### src/rtl/or3_reduce_seq_if.sv
// ----------------------------------------------------------------------------
// or3_reduce_seq_if
// Handshake bundle for the OR3 reduction stage.
//   Input side : in_valid / in_ready / in_data[WIDTH-1:0]
//   Output side: out_valid / out_ready / out_any / out_first[IW-1:0] / busy
// Modports:
//   master - the side that supplies words and consumes results
//   slave  - the reduction stage itself
// ----------------------------------------------------------------------------
interface or3_reduce_seq_if #(
    parameter int WIDTH = 32
);
    localparam int NCHUNK = (WIDTH + 2) / 3;
    localparam int IW     = (NCHUNK > 1) ? $clog2(NCHUNK) : 1;

    logic             in_valid;
    logic             in_ready;
    logic [WIDTH-1:0] in_data;
    logic             out_valid;
    logic             out_ready;
    logic             out_any;
    logic [IW-1:0]    out_first;
    logic             busy;

    modport master (
        output in_valid, in_data, out_ready,
        input  in_ready, out_valid, out_any, out_first, busy
    );

    modport slave (
        input  in_valid, in_data, out_ready,
        output in_ready, out_valid, out_any, out_first, busy
    );
endinterface

### src/rtl/or3_reduce_seq.sv
// ----------------------------------------------------------------------------
// or3_reduce_seq
// Multi-cycle OR reduction: a captured WIDTH-bit word is shifted through a
// 3-input OR, one 3-bit chunk per clock. Reports whether any bit was set and
// the index of the lowest chunk containing a set bit.
//
// Ports:
//   clk  - rising-edge clock
//   rst  - asynchronous, active-high reset
//   bus  - or3_reduce_seq_if.slave (in_valid/in_ready/in_data,
//          out_valid/out_ready/out_any/out_first, busy)
//
// Optional build macro:
//   OR3_REDUCE_EARLY_EXIT_EN - when defined, the first set chunk ends the
//   scan immediately instead of walking all NCHUNK chunks.
// ----------------------------------------------------------------------------
module or3_reduce_seq #(
    parameter int WIDTH = 32
) (
    input  logic                   clk,
    input  logic                   rst,
    or3_reduce_seq_if.slave        bus
);
    localparam int NCHUNK = (WIDTH + 2) / 3;
    localparam int IW     = (NCHUNK > 1) ? $clog2(NCHUNK) : 1;
    localparam int SHW    = 3 * NCHUNK;
    localparam logic [IW-1:0] LAST_CNT = IW'(NCHUNK - 1);

    typedef enum logic [1:0] {
        IDLE = 2'd0,
        RUN  = 2'd1,
        DONE = 2'd2
    } state_t;

    state_t          r_state;
    state_t          w_state_next;
    logic [SHW-1:0]  r_sh;
    logic [IW-1:0]   r_cnt;
    logic            r_acc;
    logic [IW-1:0]   r_first;

    logic [SHW-1:0]  w_in_pad;
    logic            w_z;
    logic            w_accept;
    logic            w_last;

    // Zero-extend the input word to a whole number of chunks so the pad
    // bits can never contribute to the reduction.
    generate
        for (genvar gi = 0; gi < SHW; gi++) begin : g_pad
            if (gi < WIDTH) begin : g_data
                assign w_in_pad[gi] = bus.in_data[gi];
            end else begin : g_zero
                assign w_in_pad[gi] = 1'b0;
            end
        end
    endgenerate

    assign w_z      = r_sh[0] | r_sh[1] | r_sh[2];
    assign w_accept = (r_state == IDLE) && bus.in_valid;
    assign w_last   = (r_cnt == LAST_CNT);

    // State register
    always_ff @(posedge clk or posedge rst) begin
        if (rst) begin
            r_state <= IDLE;
        end else begin
            r_state <= w_state_next;
        end
    end

    // Next state and handshake outputs
    always_comb begin
        w_state_next  = r_state;
        bus.in_ready  = 1'b0;
        bus.out_valid = 1'b0;
        bus.busy      = 1'b0;
        case (r_state)
            IDLE: begin
                bus.in_ready = 1'b1;
                if (bus.in_valid) begin
                    w_state_next = RUN;
                end
            end
            RUN: begin
                bus.busy = 1'b1;
`ifdef OR3_REDUCE_EARLY_EXIT_EN
                if (w_z || w_last) begin
                    w_state_next = DONE;
                end
`else
                if (w_last) begin
                    w_state_next = DONE;
                end
`endif
            end
            DONE: begin
                bus.busy      = 1'b1;
                bus.out_valid = 1'b1;
                // Return to IDLE only; a new word is taken on the next edge.
                if (bus.out_ready) begin
                    w_state_next = IDLE;
                end
            end
            default: begin
                w_state_next = IDLE;
            end
        endcase
    end

    // Datapath: shift register, chunk counter, accumulator, first-set index
    always_ff @(posedge clk or posedge rst) begin
        if (rst) begin
            r_sh    <= '0;
            r_cnt   <= '0;
            r_acc   <= 1'b0;
            r_first <= '0;
        end else if (w_accept) begin
            r_sh    <= w_in_pad;
            r_cnt   <= '0;
            r_acc   <= 1'b0;
            r_first <= '0;
        end else if (r_state == RUN) begin
            // Only the first set chunk is recorded.
            if (w_z && !r_acc) begin
                r_first <= r_cnt;
            end
            r_acc <= r_acc | w_z;
            r_sh  <= r_sh >> 3;
            r_cnt <= r_cnt + IW'(1);
        end
    end

    // Result is only presented while the FSM is in DONE.
    assign bus.out_any   = (r_state == DONE) && r_acc;
    assign bus.out_first = r_first;

endmodule

### src/flat_wrapper.sv
// flat-port wrapper written by rule: the top's interface ports become plain ports
module or3_reduce_seq_flat 
#(
    parameter int WIDTH = 32
)
  (clk, rst, bus_in_valid, bus_in_data, bus_out_ready, bus_in_ready, bus_out_valid, bus_out_any, bus_out_first, bus_busy);
  or3_reduce_seq_if #(.WIDTH(WIDTH)) bus_i ();
  input  logic clk;
  input  logic rst;
  input wire logic [$bits(bus_i.in_valid)-1:0] bus_in_valid;
  input wire logic [$bits(bus_i.in_data)-1:0] bus_in_data;
  input wire logic [$bits(bus_i.out_ready)-1:0] bus_out_ready;
  output wire logic [$bits(bus_i.in_ready)-1:0] bus_in_ready;
  output wire logic [$bits(bus_i.out_valid)-1:0] bus_out_valid;
  output wire logic [$bits(bus_i.out_any)-1:0] bus_out_any;
  output wire logic [$bits(bus_i.out_first)-1:0] bus_out_first;
  output wire logic [$bits(bus_i.busy)-1:0] bus_busy;
  assign bus_i.in_valid = bus_in_valid;
  assign bus_i.in_data = bus_in_data;
  assign bus_i.out_ready = bus_out_ready;
  assign bus_in_ready = bus_i.in_ready;
  assign bus_out_valid = bus_i.out_valid;
  assign bus_out_any = bus_i.out_any;
  assign bus_out_first = bus_i.out_first;
  assign bus_busy = bus_i.busy;
  or3_reduce_seq #(.WIDTH(WIDTH)) u_core (.clk(clk), .rst(rst), .bus(bus_i));
endmodule
### config.mk
export PLATFORM = sky130hd
export DESIGN_NAME = or3_reduce_seq_flat
export DESIGN_NICKNAME = d
export VERILOG_FILES = /design/src/rtl/or3_reduce_seq_if.sv /design/src/rtl/or3_reduce_seq.sv /design/src/flat_wrapper.sv
export SDC_FILE = /design/constraint.sdc
export NUM_CORES = 1
export LEC_CHECK = 0
export CAP_MARGIN = 5
export CORE_MARGIN = 3
export CORE_UTILIZATION = 47
export CTS_CLUSTER_SIZE = 12
export DETAILED_ROUTE_END_ITERATION = 12
export PLACE_DENSITY = 0.75
export SYNTH_ARGS = -nofsm -noshare
export SYNTH_HDL_FRONTEND = slang
export SYNTH_SLANG_ARGS = --single-unit
### constraint.sdc
create_clock -name clk -period 2.2 [get_ports clk]
set_clock_uncertainty 0.05 [all_clocks]
set_input_delay 0.44 -clock clk [delete_from_list [all_inputs] [get_ports clk]]
set_output_delay 0.44 -clock clk [all_outputs]
set_load 0.05 [all_outputs]
* Word-level counts from Yosys, hierarchy flattened *
Index checks and enable logic that the tools add are counted.

cells by class
  add/sub/neg operators = 1
  multiply operators = 0
  divide/modulo/power cells = 0
  $lt $le $gt $ge = 0
  eq/ne operators = 6
  shift-type cells = 0
  mux-type cells = 16
  bitwise gates (word level) = 3
  reduce and logical (&&, ||, !) cells = 10

operators by type and width
  operator                                                               number
  33-bit two-way mux                                                     2
  4-bit two-way mux                                                      5
  2-bit two-way mux                                                      3
  2-bit one-hot mux with 3 select lines                                  1
  1-bit two-way mux                                                      5
  4-bit by 1-bit adder with 4-bit output, second input constant          1
  4-bit equality test, second input constant                             1
  2-bit != test, second input constant                                   2
  2-bit nonzero test                                                     2
  1-bit logical AND                                                      3
  1-bit OR                                                               3
  3-bit AND reduction                                                    1
  2-bit by 1-bit equality test with 1-bit output, second input constant  1
  2-bit equality test, second input constant                             1
  2-bit zero test                                                        1
  2-bit by 1-bit != test with 1-bit output, second input constant        1
  2-bit AND reduction                                                    1
  2-bit OR reduction                                                     1
  1-bit zero test                                                        1

storage, ports and cells
  register bits after elaboration = 44
  bits in latches = 0
  bits in writable memories = 0
  ROM bits = 0
  input port bits = 36
  logic and storage cells = 41
  memories kept = 0

* Logic depth before layout (Yosys ltp) *
Gate-level depths: netlist (run 1).

  depth in word-level cells = 6
  gate-level depth with buffers = 7

* Worst setup path before layout (run 1) *
No wires, ideal clock.

  path type = register -> output
  from = register u_core.r_state[0]
  to = output port bus_out_any
  arrival = 1.451 ns
  data required time = 1.710 ns
  path slack = 0.259 ns
  stages on the path, launching flop included = 4
  path buffers = 0
  cell sequence = dfrtp_1 inv_1 ha_1 and2_1

on the way
  word-level cells in the longest chain between the ends = 2

ends and longest elaborated chain
  element                 line                   source
  from (decl)             or3_reduce_seq.sv:35   state_t r_state;
  from (signal assigned)  or3_reduce_seq.sv:68   r_state <= w_state_next;
  2-bit equality test     or3_reduce_seq.sv:135  assign bus.out_any = (r_state == DONE) && r_acc;
  1-bit logical AND       or3_reduce_seq.sv:135
  to (decl)               flat_wrapper.sv:15     output wire logic [$bits(bus_i.out_any)-1:0] bus_out_any;

Every way passes these cells.

* Worst setup path in the final report (run 1) *
  from = register u_core.r_first[1] (netlist: u_core.bus.out_first[1])
  to = output port bus_out_first[1]

RTL lines
  element                 line                   source
  from (decl)             or3_reduce_seq.sv:40   logic [IW-1:0] r_first;
  from (signal assigned)  or3_reduce_seq.sv:126  r_first <= r_cnt;
  to (decl)               flat_wrapper.sv:16     output wire logic [$bits(bus_i.out_first)-1:0] bus_out_first;

No word-level cell between the ends.

==> results.sh, run 1 <==
export IMPL_criticalPathCategory="flop to primary output"
export IMPL_clock_latency_ns=0.30
export IMPL_numPortBuffers=43
export IMPL_setup_ws_ns=0.2729
export IMPL_vias_per_cell=5.180
export IMPL_die_w_um=72.62
export IMPL_grt_start_max_net_pins=74
export IMPL_gp_congestion=0.7536
export IMPL_antenna_found_initial=0
export IMPL_synth_enable_flop_cells=0
export IMPL_vias=1497
export IMPL_fin_util_pct=64.10
export IMPL_wl_met1_mm=1.792
export IMPL_yosysUniqueCellTypes=30
export IMPL_yosys_warnings=0
export IMPL_start_util_pct=50.33
export IMPL_start_kind="flop"
export IMPL_max_cap_violations=0
export IMPL_reg2reg_depth=5
export IMPL_grt_pass1_wl_mm=6.341
export IMPL_setup_tns_ns=0
export IMPL_seq_area_frac_synth_pct=51.59
export IMPL_yosysMostFrequentCell="dfrtp_1"
export IMPL_crit_fanout=2
export IMPL_p_leak_nw=1.204
export IMPL_crit_family="buffers and inverters"
export IMPL_drive_above_1_share_pct=9.205
export IMPL_crit_required_ns=1.71
export IMPL_hpwlAfterDp_mm=2.655
export IMPL_layout_worst_path_cycle_share_pct=87.60
export IMPL_ys_ff_latch=43
export IMPL_tightest_slew_ns=0.7045
export IMPL_period_minus_slack_ns=1.927
export IMPL_h_tree_depth=2
export IMPL_syn_area_um2=2086
export IMPL_critical_path_max_stage_delay_ns=0.80
export IMPL_cts_setup_buffers=0
export IMPL_wirelength_mm=3.783
export IMPL_clk_pin_slew_worst_paths_ns=0.08
export IMPL_final_cell_area_um2=2656
export IMPL_rows=23
export IMPL_fmax_ghz=0.5189
export IMPL_numCtsBuffers=5
export IMPL_grt_setup_unrepaired="false"
export IMPL_syn_num_nets=239
export IMPL_relSlewSlack_pct=52.75
export IMPL_pin_count=44
export IMPL_fin_hold_ws_ns=0.4327
export IMPL_hold_viol=0
export IMPL_crit_chain="clkdlybuf4s50_1"
export IMPL_power_density_nw_per_um2=1330
export IMPL_core_area_um2=4144
export IMPL_fin_nets=280
export IMPL_hp_class="input port to async pin"
export IMPL_yosysTopAreaCellShare_pct=51.59
export IMPL_die_area_um2=5273
export IMPL_cts_hold_buf=0
export IMPL_antenna_cells=0
export IMPL_slowest_stage="clkdlybuf4s50_1"
export IMPL_globalRoute_totalOverflow=0
export IMPL_finalNonFillerCells=289
export IMPL_clk_path_buf_depth=2
export IMPL_n_fill_cell=360
export IMPL_grt_pass1_vias=1451
export IMPL_yosysTopAreaCell="dfrtp_1"
export IMPL_wl_met3_um=178
export IMPL_drtPass1Iterations=4
export IMPL_cts_sinks=43
export IMPL_placed_cell_area_um2=2539
export IMPL_ir_worst_vdd_mv=0.8463
export IMPL_topRoutingLayerUsed="met4"
export IMPL_synthCells=197
export IMPL_drc=0
export IMPL_setup_viol=0
export IMPL_drt_antenna_violating_nets=0
export IMPL_synth_common_cells="dfrtp_1 (43), nand2_1 (33), mux2i_1 (29)"
export IMPL_synth_ff_type="dfrtp_1"
export IMPL_async_reset_ff_share_pct=100.0
export IMPL_drt_iter0_drc=93
export IMPL_avgRoutedWirePerCell_um=13.09
export IMPL_crit_buf_inv=1
export IMPL_slew_violations=0
export IMPL_cts_resized=0
export IMPL_worstPathArrival_ns=1.44
export IMPL_syn_to_final_growth_pct=27.35
export IMPL_pre_cts_ws_ns=0.4871
export IMPL_synthTopCellsByArea="dfrtp_1 (52%), mux2i_1 (14%), o21ai_0 (6.0%)"
export IMPL_cts_root_buffer="clkbuf_8"
export IMPL_r2r_slack_ns=0.50
export IMPL_status="completed"
export IMPL_die_y_um=72.62
export IMPL_end_kind="primary output"
export IMPL_power_mw=3.534
export IMPL_grt_total_usage_pct=15.31
export IMPL_reg2reg_to="u_core.r_sh[25]"
export IMPL_cts_tree="done"
export IMPL_synth_area_per_cell_um2=10.59
export IMPL_r2r_start="u_core.r_state[1]"
export IMPL_place_inst=281
export IMPL_routed_wl_met2_mm=1.766
-- power by group --
part | internal [mW] | switching [mW] | leakage (nW)
registers | 1.14 | 0.234 | 0.542
logic | 0.694 | 0.832 | 0.600
clock network | 0.367 | 0.263 | 0.0612
-- area by class of cell --
type	instances	area [µm²]	area share (%)
Sequential cell	43	1076	40.51
Clock buffer	6	82.58	3.109
Tap cell	50	62.56	2.355
Clock inverter	2	35.03	1.319
Inverter	4	15.01	0.5652
Timing Repair Buffer	47	475.5	17.90
Multi-Input combinational cell	137	909.6	34.24
-- worst max path at each step --
| stage | startpoint | end | slack, ns | depth (start not counted) |
|---|---|---|---|---|
| 2_1_floorplan | u_core.r_state[0] | bus_out_any | 0.26 | 3 |
| 3_3_place_gp | bus_in_valid | u_core.r_sh[31] | 0.52 | 4 |
| 3_5_place_dp | bus_out_ready | u_core.r_state[0] | 0.49 | 4 |
| 4_1_cts | u_core.bus.out_first[1] | bus_out_first[1] | 0.24 | 1 |
| 5_1_grt | u_core.bus.out_first[1] | bus_out_first[1] | 0.22 | 1 |
| 6_report | u_core.bus.out_first[1] | bus_out_first[1] | 0.27 | 1 |
-- cells in the final DEF (no fill, tap or decap) --
master / instances
and2_2: 1
bufinv_16: 1
nand2b_1: 3
or3_1: 1
ha_2: 1
buf_12: 2
clkdlybuf4s50_1: 39
ha_1: 5
nand3b_4: 1
buf_4: 6
nor3_1: 1
dfrtp_1: 43
xnor2_1: 1
o21ai_0: 25
clkinv_1: 1
nand4_1: 1
xor2_1: 2
o21ai_1: 11
clkbuf_8: 6
o31ai_2: 1
a211oi_1: 1
a21oi_1: 4
clkinv_2: 1
nand3b_1: 3
o32a_1: 1
nand2_1: 33
o31a_2: 1
inv_1: 3
nor2_1: 6
mux2i_1: 29
mux2_1: 1
and2_1: 1
nor2b_1: 2
a211oi_2: 1
-- logic make-up after synthesis --
logic type | Yosys count | synth area share [%]
buf+inv | 17 | 4.978
compound gates | 45 | 12.12
fa+ha+maj | 6 | 3.599
xor+xnor | 3 | 1.260
simple gates | 53 | 12.00
mux | 30 | 14.46
flops | 43 | 51.59
-- flip-flops by register name (all words and copies together), names as in the netlist --
| name | cells |
|---|---|
| u_core.r_cnt | 4 |
| u_core.bus.out_first | 4 |
| u_core.r_acc | 1 |
| u_core.r_state | 2 |
| u_core.r_sh | 32 |
-- routing by layer --
layer  vias to the layer above  global-route usage [%]
met4                         0                   4.918
met5                         -                       0
li1                        758                       -
met3                         7                   4.270
met2                        27                   24.95
met1                       705                   19.77
(Power assumes the default switching activity.)
==> run 2, diff against run 1 <==
- CORE_MARGIN: 3 -> not set
- REMOVE_ABC_BUFFERS: not set -> 1
==> run 2 against run 1 <==
  * Via count shrank 0.87%
  * Sequential power is essentially flat
  * Worst hold slack lost 0.043 ns
  * Power shrank 0.69%
  * Die area shrank 11%
  * Clock power is essentially flat
  * Critical path depth is the same
  * Core utilization grew 0.21 points
  * Critical path type unchanged
  * Critical endpoint is now bus_out_first[2]
  * Largest cell class unchanged
==> results.sh, run 2 (synthesis gave the netlist of run 1 again) <==
export IMPL_largest_register_ffs=32
export IMPL_avgRoutedWirePerCell_um=12.84
export IMPL_crit_fanout=2
export IMPL_numPortBuffers=43
export IMPL_cts_tree="done"
export IMPL_n_fill_cell=358
export IMPL_die_y_um=68.62
export IMPL_slowest_stage="clkdlybuf4s50_1"
export IMPL_final_common_cell="dfrtp_1"
export IMPL_core_area_um2=4115
export IMPL_pin_count=44
export IMPL_cts_sinks=43
export IMPL_layout_worst_path_cycle_share_pct=87.54
export IMPL_grt_start_max_net_pins=40
export IMPL_clk_path_buf_depth=2
export IMPL_hold_viol=0
export IMPL_place_inst=283
export IMPL_setup_tns_ns=0
export IMPL_tightest_slew_ns=0.5084
export IMPL_period_minus_slack_ns=1.926
export IMPL_fmax_ghz=0.5192
export IMPL_ir_worst_vdd_mv=0.5896
export IMPL_max_cap_violations=0
export IMPL_syn_to_final_growth_pct=26.87
export IMPL_clock_latency_ns=0.29
export IMPL_cts_setup_buffers=0
export IMPL_reg2reg_to="u_core.r_sh[25]"
export IMPL_relSlewSlack_pct=66.11
export IMPL_criticalPathCategory="flop to primary output"
export IMPL_crit_family="buffers and inverters"
export IMPL_setup_viol=0
export IMPL_drtPass1Iterations=4
export IMPL_cts_hold_buf=0
export IMPL_grt_setup_unrepaired="false"
export IMPL_vias=1484
export IMPL_most_common_layout_cells="dfrtp_1 (43), clkdlybuf4s50_1 (39), nand2_1 (33)"
export IMPL_finalNonFillerCells=291
export IMPL_cts_resized=0
export IMPL_worstPathArrival_ns=1.44
export IMPL_drive_above_1_share_pct=10.37
export IMPL_antenna_found_initial=0
export IMPL_clk_pin_slew_worst_paths_ns=0.08
export IMPL_crit_required_ns=1.71
export IMPL_cts_root_buffer="clkbuf_8"
export IMPL_r2r_slack_ns=0.31
export IMPL_die_area_um2=4708
export IMPL_hp_class="input port to async pin"
export IMPL_die_w_um=68.62
export IMPL_status="completed"
export IMPL_gp_congestion=0.6832
export IMPL_reg2reg_depth=5
export IMPL_grt_pass1_wl_mm=6.161
export IMPL_wirelength_mm=3.737
export IMPL_drt_antenna_violating_nets=0
export IMPL_fin_nets=282
export IMPL_globalRoute_totalOverflow=0
export IMPL_r2r_start="u_core.r_state[1]"
export IMPL_top_register="u_core.r_sh"
export IMPL_end_kind="primary output"
export IMPL_grt_pass1_vias=1389
export IMPL_power_mw=3.509
export IMPL_grt_total_usage_pct=18.08
export IMPL_drc=0
export IMPL_rows=23
export IMPL_power_density_nw_per_um2=1326
export IMPL_p_leak_nw=1.208
export IMPL_antenna_cells=0
export IMPL_h_tree_depth=2
export IMPL_start_util_pct=50.68
export IMPL_crit_chain="clkdlybuf4s50_1"
export IMPL_critical_path_max_stage_delay_ns=0.80
export IMPL_fin_util_pct=64.31
export IMPL_hpwlAfterDp_mm=2.600
export IMPL_fin_hold_ws_ns=0.3895
export IMPL_vias_per_cell=5.100
export IMPL_crit_buf_inv=1
export IMPL_slew_violations=0
export IMPL_drt_iter0_drc=69
export IMPL_numCtsBuffers=5
export IMPL_start_kind="flop"
==> run 2: cell types whose count changed in the layout (fill, tap and decap cells not counted) <==
cell	change
buf_4	+4
buf_12	-2
clkinv_1	-1
inv_2	+1
==> run 2: per-stage QoR <==
step | cell area [µm²] | setup slack, ns
floorplan | 1997 | -0.4614
global placement | 2529 | 0.3761
detailed placement | 2529 | 0.3295
CTS | 2646 | 0.2554
global route | 2646 | 0.2077
finish | 2646 | 0.2741
==> run 2: worst max-delay path by stage <==
stage,startpoint,cells after the start,slack [ns],end
final,u_core.bus.out_first[2],1,0.27,bus_out_first[2]
after global routing,u_core.r_state[1],5,0.21,u_core.r_sh[13]
after CTS,u_core.bus.out_first[3],1,0.26,bus_out_first[3]
after detailed placement,u_core.r_state[1],5,0.33,u_core.r_sh[25]
after global placement,u_core.r_state[1],5,0.38,u_core.r_sh[13]
after floorplan,u_core.r_state[0],4,-0.46,u_core.r_sh[0]
==> run 2: area by class of cell <==
cell class,count,area (µm²),area share (%)
timing repair buffer,49,465.4,17.59
clock buffer,6,82.58,3.121
clock inverter,2,35.03,1.324
tap,50,62.56,2.364
sequential,43,1076,40.66
multi-input combinational,137,909.6,34.37
inverter,4,15.01,0.5674
==> run 2: per-layer routing <==
layer  wire, µm  vias up  track usage [%]  part of all wire, %
li1           -      755                -                    -
met1       1780      682            23.35                   48
met2       1710       39            28.68                   46
met3        180        8            3.947                  4.8
met4         65        0            8.594                  1.7
met5          0        -                0                    0
==> run 2: power breakdown <==
group / internal [mW] / leakage (nW) / total (mW) / switching, mW
logic: 0.685 / 0.605 / 1.50 / 0.816
registers: 1.14 / 0.542 / 1.38 / 0.235
clock network: 0.367 / 0.0612 / 0.629 / 0.262
total: 2.20 / 1.21 / 3.51 / 1.31
==> run 3, diff against run 2 <==
- CORE_MARGIN: not set -> 2
- CTS_CLUSTER_DIAMETER: not set -> 80
- GPL_ROUTABILITY_DRIVEN: not set -> 0
==> run 3 against run 2 <==
  * Final cell count did not move
  * Critical path depth did not move
  * Highest routed layer unchanged
  * Clock power fell by 19%
  * Combinational power rose by 3%
  * First-iteration DRC count rose by 14%
  * Clock-buffer cell count did not move
  * Register-to-register slack improved by 0.08 ns
  * Core utilization fell by 3.0 points
  * Sequential power barely moved
==> results.sh, run 3 (synthesis gave the netlist of run 1 again) <==
export IMPL_status="completed"
export IMPL_n_fill_cell=400
export IMPL_power_mw=3.410
export IMPL_clockPowerShare_pct=14.9
export IMPL_r2r_slack_ns=0.39
export IMPL_critical_path_max_stage_delay_ns=0.80
export IMPL_p_leak_nw=1.201
export IMPL_drt_iter0_drc=79
export IMPL_rows=24
export IMPL_sw_frac_of_total_pct=38.29
export IMPL_max_cap_violations=0
export IMPL_cts_hold_buf=0
export IMPL_criticalPathCategory="flop to primary output"
export IMPL_vias=1477
export IMPL_relSlewSlack_pct=67.36
export IMPL_grt_pass1_vias=1455
export IMPL_tightest_slew_ns=0.4880
export IMPL_largest_register_ffs=32
export IMPL_h_tree_depth=2
export IMPL_die_w_um=70.62
export IMPL_critPathLaunch="u_core.bus.out_first[3]"
export IMPL_grt_total_usage_pct=16.62
export IMPL_fin_nets=281
export IMPL_die_y_um=70.62
export IMPL_ir_worst_vdd_mv=0.4781
export IMPL_vias_per_cell=5.076
export IMPL_crit_family="buffers and inverters"
export IMPL_numCtsBuffers=5
export IMPL_antenna_found_initial=0
export IMPL_start_util_pct=48.23
export IMPL_clock_latency_ns=0.29
export IMPL_cts_resized=0
export IMPL_setup_ws_ns=0.2714
export IMPL_end_kind="primary output"
export IMPL_drc=0
export IMPL_crit_fanout=2
export IMPL_final_common_cell="dfrtp_1"
export IMPL_crit_chain="clkdlybuf4s50_1"
export IMPL_cts_sinks=43
export IMPL_cts_root_buffer="clkbuf_8"
export IMPL_grt_pass1_wl_mm=6.596
export IMPL_clk_pin_slew_worst_paths_ns=0.08
export IMPL_place_inst=284
export IMPL_grt_start_max_net_pins=34
export IMPL_hold_viol=0
export IMPL_cp_endpoint="bus_out_first[3]"
export IMPL_power_density_nw_per_um2=1287
export IMPL_layout_worst_path_cycle_share_pct=87.66
export IMPL_setup_tns_ns=0
export IMPL_seqPwrFrac_pct=40.1
export IMPL_power_frac_comb_pct=45.0
export IMPL_reg2reg_depth=5
export IMPL_crit_buf_inv=1
export IMPL_drtPass1Iterations=4
export IMPL_period_minus_slack_ns=1.929
export IMPL_drive_above_1_share_pct=9.623
export IMPL_worstPathArrival_ns=1.44
export IMPL_avgRoutedWirePerCell_um=12.69
export IMPL_p_switching_mw=1.306
export IMPL_reg2reg_to="u_core.r_sh[22]"
export IMPL_pre_cts_ws_ns=0.3940
export IMPL_pin_count=44
export IMPL_fmax_ghz=0.5185
export IMPL_clk_path_buf_depth=2
export IMPL_placed_cell_area_um2=2561
export IMPL_cts_setup_buffers=0
export IMPL_fin_hold_ws_ns=0.4093
export IMPL_hp_class="input port to async pin"
export IMPL_fin_util_pct=61.26
export IMPL_wirelength_mm=3.692
export IMPL_final_cell_area_um2=2649
export IMPL_drt_antenna_violating_nets=0
export IMPL_core_area_um2=4324
export IMPL_slowest_stage="clkdlybuf4s50_1"
export IMPL_start_kind="flop"
export IMPL_most_common_layout_cells="dfrtp_1 (43), clkdlybuf4s50_1 (39), nand2_1 (33)"
export IMPL_globalRoute_totalOverflow=0
export IMPL_die_area_um2=4986
export IMPL_antenna_cells=0
export IMPL_r2r_start="u_core.r_state[1]"
export IMPL_setup_viol=0
export IMPL_hpwlAfterDp_mm=2.637
export IMPL_syn_to_final_growth_pct=26.99
export IMPL_slew_violations=0
export IMPL_internal_power_mw=2.105
export IMPL_crit_required_ns=1.71
export IMPL_numPortBuffers=43
export IMPL_cp_depth=1
export IMPL_cts_tree="done"
export IMPL_finalNonFillerCells=291
export IMPL_top_register="u_core.r_sh"
export IMPL_grt_setup_unrepaired="false"
[run 3: cell types whose count changed in the layout (fill, tap and decap cells not counted), sizes merged]
cell	change
bufinv	-1
buf	-1
[run 3: final cells by class]
type                    count  area, µm²  area share [%]
clock buffers               6      82.58           3.118
repair buffers             48      495.5           18.71
multi-input cells         137      909.6           34.34
flip-flops and latches     43       1076           40.62
well taps                  52      65.06           2.456
inverters                   4      15.01          0.5668
clock inverters             1      5.005          0.1889
[run 3: worst min path at each step]
stage | from | to | cells past startpoint | slack [ns]
3_5_place_dp | u_core.r_state[0] | u_core.r_state[0] | 1 | 0.47
2_1_floorplan | u_core.r_state[0] | u_core.r_state[0] | 1 | 0.44
6_report | rst | u_core.r_sh[28] | 2 | 0.41
5_1_grt | rst | u_core.r_sh[28] | 2 | 0.46
4_1_cts | rst | u_core.r_sh[28] | 2 | 0.42
3_3_place_gp | u_core.r_state[0] | u_core.r_state[0] | 1 | 0.46
[run 3: power groups by stage]
stage               combinational (mW)  clock (mW)  sequential, mW
floorplan                         1.12           0            1.38
global placement                  1.51           0            1.37
detailed placement                1.55           0            1.38
CTS                               1.55       0.524            1.37
global route                      1.71       0.562            1.41
finish                            1.54       0.508            1.37
[run 3: metal layers]
layer | track usage (%) | routed length (µm)
met2 | 26.62 | 1701
met5 | 0 | 0
met4 | 5.660 | 53
met3 | 4.558 | 181
met1 | 22.07 | 1755
